--- src/rtl/alu_share_arb.sv ---
// Two-requester round-robin front end sharing one registered ALU.
// add/sub/max finish in one EXEC cycle; multiply is a WIDTH-cycle shift-add.
module alu_share_arb #(
  parameter int WIDTH = 5
) (
  input  logic               clk,
  input  logic               rst_n,
  input  logic               req0,
  input  logic [1:0]         op0,
  input  logic [WIDTH-1:0]   a0,
  input  logic [WIDTH-1:0]   b0,
  output logic               gnt0,
  input  logic               req1,
  input  logic [1:0]         op1,
  input  logic [WIDTH-1:0]   a1,
  input  logic [WIDTH-1:0]   b1,
  output logic               gnt1,
  output logic [2*WIDTH-1:0] res,
  output logic               res_valid,
  output logic               res_id,
  output logic               busy
);

  localparam int RW = 2 * WIDTH;
  localparam int CW = (WIDTH > 1) ? $clog2(WIDTH) : 1;
  localparam logic [CW-1:0] CNT_LAST = CW'(WIDTH - 1);

  localparam logic [1:0] OP_ADD = 2'b00;
  localparam logic [1:0] OP_SUB = 2'b01;
  localparam logic [1:0] OP_MAX = 2'b10;
  localparam logic [1:0] OP_MUL = 2'b11;

  typedef enum logic [1:0] {
    S_IDLE = 2'b00,
    S_EXEC = 2'b01,
    S_DONE = 2'b10
  } state_t;

  state_t          state_reg;
  state_t          state_next;

  logic [1:0]      op_reg;
  logic [WIDTH-1:0] a_reg;
  logic [WIDTH-1:0] b_reg;
  logic            id_reg;
  logic            rr_ptr_reg;     // requester that wins the next tie
  logic [CW-1:0]   cnt_reg;
  logic [RW-1:0]   acc_reg;
  logic [RW-1:0]   res_reg;
  logic            res_id_reg;
  logic            gnt0_reg;
  logic            gnt1_reg;

  logic            any_req;
  logic            win;
  logic [RW-1:0]   a_ext;
  logic [RW-1:0]   b_ext;
  logic [RW-1:0]   partial;
  logic [RW-1:0]   acc_sum;
  logic [RW-1:0]   alu_res;
  logic            last_step;

  // Arbitration: a lone requester wins outright; a tie goes to the pointer.
  assign any_req = req0 | req1;
  assign win     = (req0 && req1) ? rr_ptr_reg : req1;

  assign a_ext   = {{WIDTH{1'b0}}, a_reg};
  assign b_ext   = {{WIDTH{1'b0}}, b_reg};
  assign partial = b_reg[cnt_reg] ? (a_ext << cnt_reg) : '0;
  assign acc_sum = acc_reg + partial;

  always_comb begin
    alu_res = '0;
    case (op_reg)
      OP_ADD:  alu_res = a_ext + b_ext;
      OP_SUB:  alu_res = a_ext - b_ext;
      OP_MAX:  alu_res = (a_reg > b_reg) ? a_ext : b_ext;
      OP_MUL:  alu_res = acc_sum;
      default: alu_res = '0;
    endcase
  end

  assign last_step = (op_reg != OP_MUL) || (cnt_reg == CNT_LAST);

  // State register
  always_ff @(posedge clk or negedge rst_n) begin
    if (!rst_n) begin
      state_reg <= S_IDLE;
    end else begin
      state_reg <= state_next;
    end
  end

  // Next-state logic
  always_comb begin
    state_next = state_reg;
    case (state_reg)
      S_IDLE:  if (any_req) state_next = S_EXEC;
      S_EXEC:  if (last_step) state_next = S_DONE;
      S_DONE:  state_next = S_IDLE;
      default: state_next = S_IDLE;
    endcase
  end

  // Operand capture, multiply iteration and result register
  always_ff @(posedge clk or negedge rst_n) begin
    if (!rst_n) begin
      op_reg     <= '0;
      a_reg      <= '0;
      b_reg      <= '0;
      id_reg     <= 1'b0;
      rr_ptr_reg <= 1'b0;
      cnt_reg    <= '0;
      acc_reg    <= '0;
      res_reg    <= '0;
      res_id_reg <= 1'b0;
      gnt0_reg   <= 1'b0;
      gnt1_reg   <= 1'b0;
    end else begin
      gnt0_reg <= 1'b0;
      gnt1_reg <= 1'b0;
      case (state_reg)
        S_IDLE: begin
          if (any_req) begin
            op_reg     <= win ? op1 : op0;
            a_reg      <= win ? a1 : a0;
            b_reg      <= win ? b1 : b0;
            id_reg     <= win;
            rr_ptr_reg <= ~win;
            gnt0_reg   <= ~win;
            gnt1_reg   <= win;
            cnt_reg    <= '0;
            acc_reg    <= '0;
          end
        end
        S_EXEC: begin
          if (last_step) begin
            res_reg    <= alu_res;
            res_id_reg <= id_reg;
          end else begin
            cnt_reg <= cnt_reg + 1'b1;
            acc_reg <= acc_sum;
          end
        end
        default: begin
        end
      endcase
    end
  end

  // Outputs
  always_comb begin
    gnt0      = gnt0_reg;
    gnt1      = gnt1_reg;
    res       = res_reg;
    res_id    = res_id_reg;
    res_valid = (state_reg == S_DONE);
    busy      = (state_reg != S_IDLE);
  end

endmodule

--- config.mk ---
export PLATFORM = sky130hd
export DESIGN_NAME = alu_share_arb
export DESIGN_NICKNAME = d
export VERILOG_FILES = /design/src/rtl/alu_share_arb.sv
export SDC_FILE = /design/constraint.sdc
export NUM_CORES = 1
export LEC_CHECK = 0
export CAP_MARGIN = 20
export CELL_PAD_IN_SITES_DETAIL_PLACEMENT = 2
export CELL_PAD_IN_SITES_GLOBAL_PLACEMENT = 2
export CORE_MARGIN = 1
export CORE_UTILIZATION = 36
export DETAILED_ROUTE_END_ITERATION = 10
export PLACE_DENSITY = 0.81
export SYNTH_ARGS = -nofsm -noshare
export SYNTH_HDL_FRONTEND = slang
export SYNTH_SLANG_ARGS = --single-unit
--- constraint.sdc ---
create_clock -name clk -period 4.5 [get_ports clk]
set_input_delay 1.125 -clock clk [delete_from_list [all_inputs] [get_ports clk]]
set_output_delay 1.125 -clock clk [all_outputs]
set_load 0.01 [all_outputs]
== After elaboration in Yosys (flattened, before gate mapping) ==
Cells that the tools add are included.
Storage, ports and cells
  flip-flop bits (word level): 42
  output and inout port bits: 15
Cells by class
  add/sub/neg operators: 4
  magnitude comparators: 2
  equality and inequality tests: 10
  shift-type cells: 1
  multiplexer cells: 22
  bitwise logic cells: 2
  reduce and logical (&&, ||, !) cells: 10
Operator list (number)
  one-hot mux 10 bit (4 select lines): 1
  2-to-1 mux 10 bit: 3
  one-hot mux 10 bit (2 select lines): 1
  2-to-1 mux 5 bit: 3
  adder 10 bit: 1
  << shifter 5 x 3 -> 10 bit: 1
  inequality test 2 bit, second input constant: 4
  adder 5 x 5 -> 6 bit: 1
  == test 2 bit, second input constant: 3
  2-to-1 mux 1 bit: 6
  2-to-1 mux 2 bit: 3
  2-to-1 mux 3 bit: 2
  one-hot mux 3 bit (2 select lines): 1
  AND reduction 2 bit: 3
  subtractor 5 x 5 -> 6 bit: 1
  greater-than comparator 5 bit: 1
  == test 2 x 1 -> 1 bit, second input constant: 2
  logical NOT 2 bit: 2
  < comparator 3 x 4 -> 1 bit, second input constant: 1
  one-hot mux 2 bit (2 select lines): 1
  nonzero test 2 bit: 2
  adder 3 x 1 -> 3 bit, second input constant: 1
  binary-select mux 1 bit (select 3 bit): 1
  == test 3 bit, second input constant: 1
  other kinds (5): 5

== Longest topological paths before layout ==
Gate-level depths: netlist of the first run.
  depth in word-level cells: 6
  gate-level depth with buffers: 13
  mapped depth without buffers: 11

== Worst setup path after synthesis of the first run ==
OpenSTA, ideal clock, no wires.
  path kind: reg-to-reg
  start: register cnt_reg[1]
  end: register res_reg[6] (netlist: res[6])
  setup time: 0.124 ns
  arrival time: 2.929 ns
  slack: 1.447 ns
  cell stages (with the launch flop): 12
  cells stage by stage: dfrtp_1 clkbuf_1 mux4_2 nand2b_1 nor4_1 ha_1 fa_1 a211oi_1 o21bai_1 a21oi_1 mux2_2 a211o_1
Between the ends
  cells in the longest elaborated chain, start to end: 5
  elaborated cells on any way between the ends: 9
  those cells by class: add/sub: 1; eq/ne: 1; shift: 1; mux: 4; reduce/logical: 2
Ends and longest elaborated chain
  start: declaration: line 47  | logic [CW-1:0] cnt_reg;
  start signal: assignment: line 141  | cnt_reg <= cnt_reg + 1'b1;
  binary-select mux 1 bit (select 3 bit): line 69  | assign partial = b_reg[cnt_reg] ? (a_ext << cnt_reg) : '0;
  2-to-1 mux 1 bit (not written as such): line 69
  2-to-1 mux 10 bit: line 69
  adder 10 bit: line 70  | assign acc_sum = acc_reg + partial;
  one-hot mux 10 bit (4 select lines): line 74  | case (op_reg)
  end signal: assignment: line 138  | res_reg <= alu_res;
  end: declaration: line 49  | logic [RW-1:0] res_reg;
Parallel ways exist; a longest one is shown, timed or not. The select of a mux whose other input is x is not followed.
A chain may end at the register's enable or synchronous reset.

== Worst setup path after layout of the first run ==
  start: register cnt_reg[0]
  end: register res_reg[6] (netlist: res[6])
Same word-level chain as after synthesis.

==> results_tabular.tex, run 1 <==
\begin{tabular}{lr}
\hline
Metric & Value \\
\hline
\multicolumn{2}{l}{\textbf{Worst setup path}} \\
Setup slack, reg-to-reg & 0.82 ns \\
Logic depth of the worst register-to-register path & 10 \\
CP startpoint kind & flop \\
Arrival time of data at the critical path endpoint & about 3.9 ns \\
Buffers plus inverters on the worst setup path & 0 \\
Kind of capture point of the worst setup path & flop \\
Critical R2R Launch & cnt\_reg[0] \\
Logic depth of the worst path, buffers included & 10 \\
Capture instance of the worst register-to-register path & res[6] \\
Cell with the biggest individual delay on the critical path & sky130\_fd\_sc\_hd\_\_dfrtp\_1 \\
Critical-path cell list & mux4\_2 -> nand2b\_1 -> nor4\_1 -> ha\_1 -> fa\_1 -> a211oi\_1 -> o21bai\_1 -> a21oi\_1 -> mux2\_2 -> a211o\_1 \\
Worst Setup Path Type & reg2reg \\
Critical path's top delay family & compound AO/OA/AOI/OAI gates \\
Critical path data required time & between 4 and 5 ns \\
Maximum single-stage delay on the critical path & roughly 0.66 ns \\
Largest driver fanout on the critical path & 13 \\
\multicolumn{2}{l}{\textbf{Clock network}} \\
Clk\_lat worst skew & slightly above 0.3 ns \\
Clock Tree Buf Depth & 2 \\
Clock Root Buffer & sky130\_fd\_sc\_hd\_\_clkbuf\_8 \\
H-tree levels & 2 \\
Total clock buffers created by CTS & 5 \\
Post-cts repair resize count & 0 \\
Quantity of hold-fixing buffers added after cts & 0 \\
Clock tree from TritonCTS & yes \\
Count of buffers added by post-CTS timing repair for setup & 0 \\
Clk sinks & 42 \\
Clock-pin slew on the worst setup and hold paths & 0.09 ns \\
\multicolumn{2}{l}{\textbf{Synth}} \\
Top cell types by occurrence after synthesis & sky130\_fd\_sc\_hd\_\_dfrtp\_1 (42), sky130\_fd\_sc\_hd\_\_nand2\_1 (37), sky130\_fd\_sc\_hd\_\_o21ai\_0 (31) \\
Count of flip-flops with a built-in enable after synthesis & 0 \\
Synthesis warning total & 0 \\
Synth Area per Inst & roughly 8.8 sq um \\
Cell with the most instances after synthesis & sky130\_fd\_sc\_hd\_\_dfrtp\_1 \\
Yosys top cell by area & sky130\_fd\_sc\_hd\_\_dfrtp\_1 \\
Biggest area contributors in the synthesized netlist & sky130\_fd\_sc\_hd\_\_dfrtp\_1 (34\%), sky130\_fd\_sc\_hd\_\_ha\_1 (8.6\%), sky130\_fd\_sc\_hd\_\_mux2i\_1 (5.3\%) \\
Proportion of netlist area held by the largest area contributor & about a third \\
Most common flop cell mapped by yosys & sky130\_fd\_sc\_hd\_\_dfrtp\_1 \\
Cell area after technology mapping & around 3000 sq um \\
Flop and latch count out of synthesis & 42 \\
Net count after synthesis & roughly 400 \\
Synth async-reset ratio & 100.0\% \\
Seq/Total Area, Yosys & 34.45\% \\
Count of distinct cell types in the synthesized netlist & 52 \\
Post-Synthesis Cells & roughly 350 \\
\multicolumn{2}{l}{\textbf{Cells and area}} \\
Share of layout cells above drive strength 1 & 6.005\% \\
Diode insertion count for antenna repair & 0 \\
Multi-input combinational cell area & between 1500 and 2000 sq um \\
Footprint of the flip-flops and latches & about 1100 sq um \\
Net count, final & 434 \\
Post-route standard cell area excluding fillers & 3671 sq um \\
Filler cells & 919 \\
Final Util & $\sim$45\% \\
Post-synthesis to final-layout area growth & 20.34\% \\
\multicolumn{2}{l}{\textbf{Drt}} \\
Detail-routed net length per standard cell & about 21 um \\
DR iter-0 viols & 100 \\
Wire length after detailed routing & around 10000 um \\
Via/cell ratio & 5.707 \\
Vias post-DR & approximately 2800 \\
Antenna-violating nets left & 0 \\
Detailed Routing Iterations Pass 1 & 4 \\
DRC violations left & 0 \\
\multicolumn{2}{l}{\textbf{Global routing}} \\
Number of global-route vias before repair & a little over 3000 \\
Pin count of the biggest net entering global routing & 43 \\
GRT Resource Usage Total & about a quarter \\
Antenna violations before repair & 0 \\
Global route overflow & 0 \\
Wire length of the first global-routing pass & approximately 16000 um \\
\multicolumn{2}{l}{\textbf{Timing}} \\
Final setup violation count & 0 \\
Final worst path period need & approximately 3.7 ns \\
Number of pins exceeding their max-slew limit in the final report & 0 \\
Unrepaired setup endpoints after global routing & no \\
Number of hold violations in the final report & 0 \\
Clock Skews & 0.008207 ns \\
Fin Hold WS & a little under 0.5 ns \\
Achievable clock frequency & 271.6 MHz \\
Pin slew with the least headroom to its limit & 0.8970 ns \\
Final cycle utilization of the critical path & a little over 80\% \\
Max transition margin & roughly two fifths \\
Setup TNS after final layout & 0 ns \\
\multicolumn{2}{l}{\textbf{Power and ir drop}} \\
Peak supply drop & 0.3237 mV \\
Pwr per Cell Area & approximately 660 nW/um\^{}2 \\
Pleak & between 1.5 and 2 nW \\
\multicolumn{2}{l}{\textbf{Floorplan}} \\
Starting density of the core & roughly 37\% \\
Standard cell core area & approximately 8000 sq um \\
Floorplan row count & 33 \\
Die Area & around 8800 sq um \\
Boundary pin count & 43 \\
Horizontal extent of the die & between 90 and 100 um \\
Chip Height & 94.05 um \\
\multicolumn{2}{l}{\textbf{Min path}} \\
Endpoint of the worst hold-timing path & id\_reg \\
HP Class & reg2reg \\
Hold Crit Depth & 1 \\
Worst Min Path Start & id\_reg \\
\multicolumn{2}{l}{\textbf{Place}} \\
Total half-perimeter wirelength after legalization and detailed placement & around 7400 um \\
Cell area after placement & 3537 sq um \\
Number of I/O port buffers & between 40 and 50 \\
Placer Congestion & between 0.8 and 0.9 \\
\multicolumn{2}{l}{\textbf{Flow run}} \\
Max-capacitance violation count & 0 \\
\multicolumn{2}{l}{\textbf{Status}} \\
Outcome & completed \\
\hline
\end{tabular}
==> how the worst max path moves through the flow <==
stage               startpoint      to  slack [ns]
finish              cnt_reg[0]  res[6]        0.82
global route        cnt_reg[0]  res[6]        0.60
CTS                 cnt_reg[0]  res[6]        0.79
detailed placement  cnt_reg[0]  res[6]        0.92
global placement    cnt_reg[0]  res[6]        1.04
floorplan           cnt_reg[1]  res[6]        1.45
==> report_power, final <==
part / internal, mW / leakage [nW] / switching [mW]
Combinational: 0.580 / 1.07 / 0.820
Clock: 0.165 / 0.0504 / 0.155
Sequential: 0.508 / 0.541 / 0.207
Total: 1.25 / 1.66 / 1.18
==> worst reg2reg max path, cell delays in order, from the launching register on <==
cell	delay [ns]
sky130_fd_sc_hd__dfrtp_1	0.66
sky130_fd_sc_hd__mux4_2	0.58
sky130_fd_sc_hd__nand2b_1	0.21
sky130_fd_sc_hd__nor4_1	0.08
sky130_fd_sc_hd__ha_1	0.26
sky130_fd_sc_hd__fa_1	0.42
sky130_fd_sc_hd__a211oi_1	0.37
sky130_fd_sc_hd__o21bai_1	0.13
sky130_fd_sc_hd__a21oi_1	0.25
sky130_fd_sc_hd__mux2_2	0.37
sky130_fd_sc_hd__a211o_1	0.24
==> stage by stage <==
step | setup WS, ns | total power, mW | std cells
3_5_place_dp | 0.9215 | 2.100 | 479
5_1_grt | 0.6046 | 2.617 | 488
3_3_place_gp | 1.042 | 2.022 | 479
6_report | 0.8175 | 2.437 | 488
2_1_floorplan | 1.447 | 1.580 | 347
4_1_cts | 0.7948 | 2.449 | 487
==> per-layer routing <==
| layer | track usage, % | share of wire, % |
|---|---|---|
| met4 | 5.897 | 1.9 |
| met1 | 31.13 | 45 |
| met2 | 43.67 | 51 |
| met5 | 0 | 0 |
| met3 | 2.994 | 2.9 |
==> layout by cell type (no fill, tap or decap), types with 3 or more instances in the layout <==
cell,Yosys,final
sky130_fd_sc_hd__a211oi_1,6,6
sky130_fd_sc_hd__dfrtp_1,42,42
sky130_fd_sc_hd__xor2_1,5,5
sky130_fd_sc_hd__clkdlybuf4s50_1,0,41
sky130_fd_sc_hd__ha_1,21,21
sky130_fd_sc_hd__o21bai_1,4,4
sky130_fd_sc_hd__xnor2_1,4,4
sky130_fd_sc_hd__clkbuf_8,0,5
sky130_fd_sc_hd__and2_1,3,3
sky130_fd_sc_hd__a22oi_1,3,3
sky130_fd_sc_hd__o21ai_0,31,30
sky130_fd_sc_hd__a21oi_1,13,13
sky130_fd_sc_hd__o31ai_1,4,4
sky130_fd_sc_hd__a21o_1,9,9
sky130_fd_sc_hd__mux2_2,7,7
sky130_fd_sc_hd__nand2_1,37,37
sky130_fd_sc_hd__o21ai_1,2,3
sky130_fd_sc_hd__a221o_1,3,3
sky130_fd_sc_hd__a31oi_1,4,4
sky130_fd_sc_hd__nand3_1,18,18
sky130_fd_sc_hd__mux2i_1,16,16
sky130_fd_sc_hd__fa_1,3,3
sky130_fd_sc_hd__nor2_1,25,25
sky130_fd_sc_hd__and3_1,5,5
sky130_fd_sc_hd__nor3_1,5,5
sky130_fd_sc_hd__nand2b_1,7,7
sky130_fd_sc_hd__inv_1,19,19
sky130_fd_sc_hd__or3_1,3,3
sky130_fd_sc_hd__nor2b_1,5,5
==> layout make-up <==
class,count,share of cell area (%)
Multi-Input combinational cell,268,50.37
Sequential cell,42,28.63
Timing Repair Buffer,45,12.27
Tap cell,105,3.579
Inverter,20,2.045
Clock buffer,5,1.875
Clock inverter,3,1.227
==> cell families (layout without fill, tap and decap cells) <==
group	Yosys count	in the layout	share of synthesized area, %
AND/OR/NAND/NOR	117	117	18.50
XOR/XNOR	9	9	2.584
buffers and inverters	37	73	4.922
flip-flops	42	42	34.45
AO/OA/AOI/OAI	94	94	20.39
adder cells (fa/ha/maj)	24	24	10.58
multiplexers	24	24	8.573
(Power assumes the default switching activity.)
==> run 2, diff against run 1 <==
CORE_UTILIZATION = 30   (was 36)
PLACE_DENSITY = 0.72   (was 0.81)
clock period = 3.1 ns   (was 4.5 ns; I/O delays follow)
==> results_tabular.tex, run 2 (same netlist as run 1, synthesis figures left out) <==
\begin{tabular}{lr}
\hline
Metric & Value \\
\hline
\multicolumn{2}{l}{\textbf{Cells and area}} \\
Post-route standard cell area excluding fillers & 3914 sq um (+6.6\%) \\
Filler cells & 1139 (+24\%) \\
Post-synthesis to final-layout area growth & 28.30\% \\
Multi-input combinational cell area & 1889 sq um (+2.2\%) \\
Diode insertion count for antenna repair & 0 (unchanged) \\
Leading cell types in the layout, fill and taps excluded & sky130\_fd\_sc\_hd\_\_dfrtp\_1 (41), sky130\_fd\_sc\_hd\_\_clkdlybuf4s50\_1 (41), sky130\_fd\_sc\_hd\_\_nand2\_1 (37) \\
Net count, final & 460 (+6.0\%) \\
Share of layout cells above drive strength 1 & 13.97\% (+8.0 points) \\
Footprint of the flip-flops and latches & 1052 sq um (+0.12\%) \\
\multicolumn{2}{l}{\textbf{Place}} \\
Total half-perimeter wirelength after legalization and detailed placement & 7673 um (+3.2\%) \\
Number of I/O port buffers & 42 (unchanged) \\
Placer Congestion & 0.7920 (-2.5\%) \\
Cell area after placement & 3745 sq um (+5.9\%) \\
\multicolumn{2}{l}{\textbf{Timing}} \\
Clock Skews & 0.01098 ns (+0.002769 ns) \\
Max transition margin & 55.85\% (+16 points) \\
Final cycle utilization of the critical path & 99.20\% (+17 points) \\
Number of hold violations in the final report & 0 (unchanged) \\
Final worst path period need & 3.075 ns (-0.6073 ns) \\
Pin slew with the least headroom to its limit & 0.6622 ns (-0.2348 ns) \\
Achievable clock frequency & 325.2 MHz (+20\%) \\
Unrepaired setup endpoints after global routing & yes \\
Fin Hold WS & 0.2852 ns (-0.2048 ns) \\
Final setup violation count & 0 (unchanged) \\
Number of pins exceeding their max-slew limit in the final report & 0 (unchanged) \\
\multicolumn{2}{l}{\textbf{Clock network}} \\
H-tree levels & 2 (unchanged) \\
Clk\_lat worst skew & 0.31 ns (about the same) \\
Clock-pin slew on the worst setup and hold paths & 0.09 ns (about the same) \\
Clock Tree Buf Depth & 2 (unchanged) \\
Clock Root Buffer & sky130\_fd\_sc\_hd\_\_clkbuf\_8 \\
Clk sinks & 42 (unchanged) \\
Quantity of hold-fixing buffers added after cts & 0 (unchanged) \\
Clock tree from TritonCTS & yes \\
Total clock buffers created by CTS & 5 (unchanged) \\
\multicolumn{2}{l}{\textbf{Drt}} \\
Via/cell ratio & 5.168 (-9.4\%) \\
Detail-routed net length per standard cell & 18.48 um (-11\%) \\
Vias post-DR & 2796 (+0.39\%) \\
DRC violations left & 0 (unchanged) \\
Antenna-violating nets left & 0 (unchanged) \\
Detailed Routing Iterations Pass 1 & 4 (unchanged) \\
DR iter-0 viols & 47 (-53\%) \\
Wire length after detailed routing & 9999 um (-1.1\%) \\
\multicolumn{2}{l}{\textbf{Worst setup path}} \\
Cell with the biggest individual delay on the critical path & sky130\_fd\_sc\_hd\_\_mux4\_2 \\
Arrival time of data at the critical path endpoint & 3.27 ns (-0.60 ns) \\
CP startpoint kind & flop \\
Last element of the critical path & res[9] \\
Critical path's top delay family & compound AO/OA/AOI/OAI gates \\
Critical R2R Launch & cnt\_reg[0] \\
Setup slack, reg-to-reg & 0.02 ns (-0.79 ns) \\
Buffers plus inverters on the worst setup path & 0 (unchanged) \\
CP most frequent cell & sky130\_fd\_sc\_hd\_\_a221o\_1 \\
Startpoint of the most critical setup path & cnt\_reg[0] \\
Capture instance of the worst register-to-register path & res[9] \\
Worst Setup Path Type & reg2reg \\
Logic depth of the worst path, buffers included & 10 (unchanged) \\
Kind of capture point of the worst setup path & flop \\
Largest driver fanout on the critical path & 4 (-9) \\
Critical path data required time & 3.30 ns (-1.39 ns) \\
Logic depth of the worst register-to-register path & 10 (unchanged) \\
Maximum single-stage delay on the critical path & 0.55 ns (-0.11 ns) \\
Critical-path cell list & mux4\_2 -> nand2b\_4 -> o31a\_1 -> nor2\_1 -> ha\_1 -> and3\_1 -> a221o\_1 -> a221oi\_4 -> xnor2\_1 -> a221o\_1 \\
\multicolumn{2}{l}{\textbf{Global routing}} \\
Global route overflow & 0 (unchanged) \\
Pin count of the biggest net entering global routing & 43 (unchanged) \\
GRT Resource Usage Total & 20.13\% (-4.3 points) \\
Wire length of the first global-routing pass & 15720 um (-3.8\%) \\
Antenna violations before repair & 0 (unchanged) \\
Number of global-route vias before repair & 2931 (-3.6\%) \\
\multicolumn{2}{l}{\textbf{Flow run}} \\
Max-capacitance violation count & 0 (unchanged) \\
\multicolumn{2}{l}{\textbf{Floorplan}} \\
Floorplan row count & 36 (+9.1\%) \\
Die Area & 10580 sq um (+20\%) \\
Horizontal extent of the die & 102.8 um (+9.3\%) \\
Chip Height & 102.8 um (+9.3\%) \\
Starting density of the core & 31.07\% (-6.1 points) \\
Boundary pin count & 43 (unchanged) \\
Standard cell core area & 9819 sq um (+20\%) \\
\multicolumn{2}{l}{\textbf{Power and ir drop}} \\
Peak supply drop & 0.3609 mV (+11\%) \\
Overall power after layout & 3.613 mW (+48\%) \\
Pwr per Cell Area & 923.0 nW/um\^{}2 (+39\%) \\
Pleak & 1.782 nW (+7.3\%) \\
\multicolumn{2}{l}{\textbf{Status}} \\
Outcome & completed \\
\multicolumn{2}{l}{\textbf{Min path}} \\
HP Class & in2async \\
\hline
\end{tabular}
run 2: cell count changes in the layout (fill, tap and decap cells not counted), moves of 2 or more:
cell,previous run,this run
sky130_fd_sc_hd__a211oi_1,6,4
sky130_fd_sc_hd__a211oi_2,0,2
sky130_fd_sc_hd__buf_4,2,26
sky130_fd_sc_hd__nor3_1,5,3
sky130_fd_sc_hd__nor3_2,0,2
run 2: routing by layer:
metal / GRT usage, % / vias up / share of wire [%]
li1: - / 1352 / -
met1: 26.53 / 1375 / 47
met2: 33.49 / 56 / 48
met3: 3.119 / 13 / 2.9
met4: 7.151 / 0 / 2.4
met5: 0 / - / 0
run 2: area by class of cell:
| cell class | instances | share of cell area [%] |
|---|---|---|
| tap | 133 | 4.252 |
| multi-input combinational | 268 | 48.27 |
| clock inverter | 1 | 0.1918 |
| timing repair buffer | 71 | 16.53 |
| inverter | 20 | 2.014 |
| clock buffer | 6 | 1.854 |
| sequential | 42 | 26.89 |
run 2: worst min-delay path by stage:
| stage | start | to |
|---|---|---|
| floorplan | id_reg | res_id |
| global placement | id_reg | res_id |
| detailed placement | id_reg | res_id |
| CTS | res_id | res_id |
| global route | rst_n | res[4] |
| finish | rst_n | res[5] |
run 2: repair_timing:
item	CTS	global route
cloned	0	1
endpoints found under the setup margin	2	7
setup buffers	0	2
pin swaps	0	4
resized for setup	2	9
run 2: stage by stage:
| stage | cells | setup TNS (ns) | utilization [%] | worst slack, ns |
|---|---|---|---|---|
| after floorplan | 347 | 0 | - | 0.04696 |
| after global placement | 530 | 0 | 38.14 | 0.09937 |
| after detailed placement | 530 | -0.002240 | 38.14 | -0.002240 |
| after CTS | 537 | 0 | 39.05 | 0.01763 |
| after global routing | 541 | -0.1043 | 39.86 | -0.09867 |
| final | 541 | 0 | 39.86 | 0.02476 |
run 2: power by group:
| group | total (mW) | switching [mW] | internal [mW] |
|---|---|---|---|
| Combinational | 2.36 | 1.36 | 0.992 |
| Sequential | 0.896 | 0.157 | 0.739 |
| Clock | 0.361 | 0.206 | 0.155 |
| Total | 3.61 | 1.73 | 1.89 |
run 2: worst register-to-register path, stage by stage (launching register included):
cell	delay [ns]
sky130_fd_sc_hd__dfrtp_1	0.41
sky130_fd_sc_hd__mux4_2	0.55
sky130_fd_sc_hd__nand2b_4	0.10
sky130_fd_sc_hd__o31a_1	0.21
sky130_fd_sc_hd__nor2_1	0.08
sky130_fd_sc_hd__ha_1	0.35
sky130_fd_sc_hd__and3_1	0.20
sky130_fd_sc_hd__a221o_1	0.33
sky130_fd_sc_hd__a221oi_4	0.33
sky130_fd_sc_hd__xnor2_1	0.10
sky130_fd_sc_hd__a221o_1	0.31
==> run 3, diff against run 2 <==
ABC_AREA = 1   (was unset)
CORE_UTILIZATION = 28   (was 30)
GPL_ROUTABILITY_DRIVEN = 0   (was unset)
==> results_tabular.tex, run 3 <==
\begin{tabular}{lr}
\hline
Metric & Value \\
\hline
\multicolumn{2}{l}{\textbf{Cells and area}} \\
Most common library cell in the layout ignoring fill and taps & sky130\_fd\_sc\_hd\_\_nand2\_1 \\
Filler cells & 1275 (+12\%) \\
Diode insertion count for antenna repair & 0 (unchanged) \\
Final Util & 35.44\% (-4.4 points) \\
Leading cell types in the layout, fill and taps excluded & sky130\_fd\_sc\_hd\_\_nand2\_1 (129), sky130\_fd\_sc\_hd\_\_inv\_1 (49), sky130\_fd\_sc\_hd\_\_clkdlybuf4s50\_1 (41) \\
Net count, final & 528 (+15\%) \\
Post-synthesis to final-layout area growth & 21.11\% \\
Share of layout cells above drive strength 1 & 7.128\% (-6.8 points) \\
\multicolumn{2}{l}{\textbf{Synth}} \\
Count of flip-flops with a built-in enable after synthesis & 0 (unchanged) \\
Area fraction in compound gates after synthesis & 14.85\% (-5.5 points) \\
Area share of and/or/nand/nor cells after synthesis & 29.13\% (+11 points) \\
Cell with the most instances after synthesis & sky130\_fd\_sc\_hd\_\_nand2\_1 \\
Multiplexer share of the synthesized area & 0.6509\% (-7.9 points) \\
Xor/xnor cell area share of the yosys netlist & 0.8544\% (-1.7 points) \\
Seq/Total Area, Yosys & 34.17\% (-0.28 points) \\
Proportion of netlist area held by the largest area contributor & 34.17\% (-0.28 points) \\
Synthesis warning total & 0 (unchanged) \\
Flop and latch count out of synthesis & 42 (unchanged) \\
Most common flop cell mapped by yosys & sky130\_fd\_sc\_hd\_\_dfrtp\_1 \\
Synth Area per Inst & 7.103 sq um (-19\%) \\
Net count after synthesis & 485 (+22\%) \\
Synth Area in Adders & 10.50\% (-0.086 points) \\
Top cell types by occurrence after synthesis & sky130\_fd\_sc\_hd\_\_nand2\_1 (129), sky130\_fd\_sc\_hd\_\_inv\_1 (49), sky130\_fd\_sc\_hd\_\_dfrtp\_1 (42) \\
Post-Synthesis Cells & 433 (+25\%) \\
Main combinational cell family by area after synthesis & simple AND/OR/NAND/NOR gates \\
Biggest area contributors in the synthesized netlist & sky130\_fd\_sc\_hd\_\_dfrtp\_1 (34\%), sky130\_fd\_sc\_hd\_\_nand2\_1 (16\%), sky130\_fd\_sc\_hd\_\_ha\_1 (8.5\%) \\
Count of distinct cell types in the synthesized netlist & 32 (-38\%) \\
Yosys top cell by area & sky130\_fd\_sc\_hd\_\_dfrtp\_1 \\
Cell area after technology mapping & 3075 sq um (+0.82\%) \\
Synth async-reset ratio & 100.0\% (unchanged) \\
\multicolumn{2}{l}{\textbf{Drt}} \\
Via/cell ratio & 4.904 (-5.1\%) \\
Vias post-DR & 3006 (+7.5\%) \\
Antenna-violating nets left & 0 (unchanged) \\
Wire length after detailed routing & 10510 um (+5.1\%) \\
DR iter-0 viols & 109 (+130\%) \\
Detailed Routing Iterations Pass 1 & 4 (unchanged) \\
DRC violations left & 0 (unchanged) \\
Detail-routed net length per standard cell & 17.14 um (-7.3\%) \\
\multicolumn{2}{l}{\textbf{Worst setup path}} \\
Capture instance of the worst register-to-register path & res[6] \\
Worst Setup Path Type & reg2reg \\
Arrival time of data at the critical path endpoint & 3.02 ns (-0.25 ns) \\
Largest driver fanout on the critical path & 10 (+6) \\
Startpoint of the most critical setup path & cnt\_reg[0] \\
Critical R2R Launch & cnt\_reg[0] \\
Setup slack, reg-to-reg & 0.28 ns (+0.26 ns) \\
Logic depth of the worst register-to-register path & 12 (+2) \\
Critical path data required time & 3.30 ns (about the same) \\
CP startpoint kind & flop \\
Last element of the critical path & res[6] \\
Kind of capture point of the worst setup path & flop \\
\multicolumn{2}{l}{\textbf{Floorplan}} \\
Starting density of the core & 29.27\% (-1.8 points) \\
Standard cell core area & 10510 sq um (+7.0\%) \\
Chip Height & 106.8 um (+3.9\%) \\
Horizontal extent of the die & 106.8 um (+3.9\%) \\
Floorplan row count & 37 (+2.8\%) \\
Boundary pin count & 43 (unchanged) \\
Die Area & 11410 sq um (+7.9\%) \\
\multicolumn{2}{l}{\textbf{Timing}} \\
Pin slew with the least headroom to its limit & 0.9811 ns (+0.3188 ns) \\
Final setup violation count & 0 (unchanged) \\
Final cycle utilization of the critical path & 90.94\% (-8.3 points) \\
Clock Skews & 0.006935 ns (-0.004041 ns) \\
Achievable clock frequency & 354.7 MHz (+9.1\%) \\
Max transition margin & 34.60\% (-21 points) \\
Unrepaired setup endpoints after global routing & no \\
Number of hold violations in the final report & 0 (unchanged) \\
Setup TNS after final layout & 0 ns (unchanged) \\
Fin Hold WS & 0.4942 ns (+0.2090 ns) \\
Number of pins exceeding their max-slew limit in the final report & 0 (unchanged) \\
Final worst path period need & 2.819 ns (-0.2562 ns) \\
\multicolumn{2}{l}{\textbf{Min path}} \\
HP Class & reg2reg \\
\multicolumn{2}{l}{\textbf{Clock network}} \\
Clock tree from TritonCTS & yes \\
Clk sinks & 42 (unchanged) \\
Clock Root Buffer & sky130\_fd\_sc\_hd\_\_clkbuf\_8 \\
Clock-pin slew on the worst setup and hold paths & 0.09 ns (about the same) \\
H-tree levels & 2 (unchanged) \\
Total clock buffers created by CTS & 5 (unchanged) \\
Clock Tree Buf Depth & 2 (unchanged) \\
Clk\_lat worst skew & 0.30 ns (about the same) \\
Quantity of hold-fixing buffers added after cts & 0 (unchanged) \\
\multicolumn{2}{l}{\textbf{Global routing}} \\
GRT Resource Usage Total & 19.60\% (-0.53 points) \\
Antenna violations before repair & 0 (unchanged) \\
Pin count of the biggest net entering global routing & 43 (unchanged) \\
Wire length of the first global-routing pass & 17300 um (+10\%) \\
Number of global-route vias before repair & 3289 (+12\%) \\
Global route overflow & 0 (unchanged) \\
\multicolumn{2}{l}{\textbf{Flow run}} \\
Max-capacitance violation count & 0 (unchanged) \\
\multicolumn{2}{l}{\textbf{Place}} \\
Number of I/O port buffers & 42 (unchanged) \\
Total half-perimeter wirelength after legalization and detailed placement & 8469 um (+10\%) \\
\multicolumn{2}{l}{\textbf{Power and ir drop}} \\
Pleak & 1.854 nW (+4.0\%) \\
Pwr per Cell Area & 1011 nW/um\^{}2 (+9.5\%) \\
Peak supply drop & 0.2710 mV (-25\%) \\
\multicolumn{2}{l}{\textbf{Status}} \\
Outcome & completed \\
\hline
\end{tabular}
[run 3: cell count changes in the layout (fill, tap and decap cells not counted), sizes merged, moves of 9 or more]
cell,previous run,this run
nand2,37,133
inv,19,57
buf,30,8
mux2i,16,2
nand3,18,31
a21o,9,0
[run 3: layer usage]
layer  vias to the layer above  GRT usage, %  wire length, um
met5                         -             0                0
met4                         0         4.501              161
met1                      1436         26.25             5023
met2                        63         33.41             4943
met3                         9         2.614              377
li1                       1498             -                -
[run 3: logic make-up (layout without fill, tap and decap cells)]
logic type | Yosys count | in the layout
xor gates and xnor gates | 3 | 3
adders and majority gates | 24 | 24
buffers and inverters | 71 | 115
DFF | 42 | 42
AOI/OAI and AO/OA | 77 | 77
and+or+nand+nor | 214 | 214
muxes | 2 | 2
[run 3: timing repair]
action / CTS / global route
endpoints found under the setup margin: 0 / 7
buffers inserted: 0 / 1
gates resized for setup: 0 / 3
[run 3: per-stage QoR]
stage | total power, mW | std cells | worst slack (ns) | instance area [sq um]
after global routing | 4.149 | 613 | 0.03573 | 3725
after detailed placement | 3.409 | 604 | 0.1761 | 3621
final | 3.766 | 613 | 0.2810 | 3725
after floorplan | 2.545 | 433 | 0.6773 | 3075
after CTS | 3.813 | 612 | 0.1207 | 3712
after global placement | 3.319 | 604 | 0.2528 | 3621
[run 3: worst min path at each step]
stage,startpoint,end,cells past startpoint
2_1_floorplan,acc_reg[5],acc_reg[5],2
3_3_place_gp,res[7],res[7],2
3_5_place_dp,res[7],res[7],2
4_1_cts,res[7],res[7],2
5_1_grt,acc_reg[3],acc_reg[3],1
6_report,res[6],res[6],2
[run 3: worst max-delay path, cell delays in order (launching register included)]
cell                      delay (ns)
sky130_fd_sc_hd__dfrtp_2        0.48
sky130_fd_sc_hd__buf_4          0.17
sky130_fd_sc_hd__o21ai_0        0.32
sky130_fd_sc_hd__nand2_1        0.15
sky130_fd_sc_hd__nor3_1         0.41
sky130_fd_sc_hd__fa_1           0.31
sky130_fd_sc_hd__nand3_1        0.13
sky130_fd_sc_hd__a21oi_1        0.29
sky130_fd_sc_hd__o21ai_0        0.17
sky130_fd_sc_hd__nand3_1        0.12
sky130_fd_sc_hd__nand2_1        0.06
sky130_fd_sc_hd__nand2_1        0.06
sky130_fd_sc_hd__nand2_1        0.05
[run 3: area by class of cell]
class                           instances  area (sq um)  area share, %
Clock buffer                            7         86.33          2.318
Multi-Input combinational cell        320          1724          46.29
Timing Repair Buffer                   49         467.9          12.56
Tap cell                              136         170.2          4.568
Clock inverter                          1         5.005         0.1344
Inverter                               58         217.7          5.845
Sequential cell                        42          1054          28.28
[run 3: report_power, final]
group	internal [mW]	total, mW	switching, mW
clock	0.180	0.388	0.208
sequential	0.755	0.953	0.198
combinational	0.884	2.43	1.54
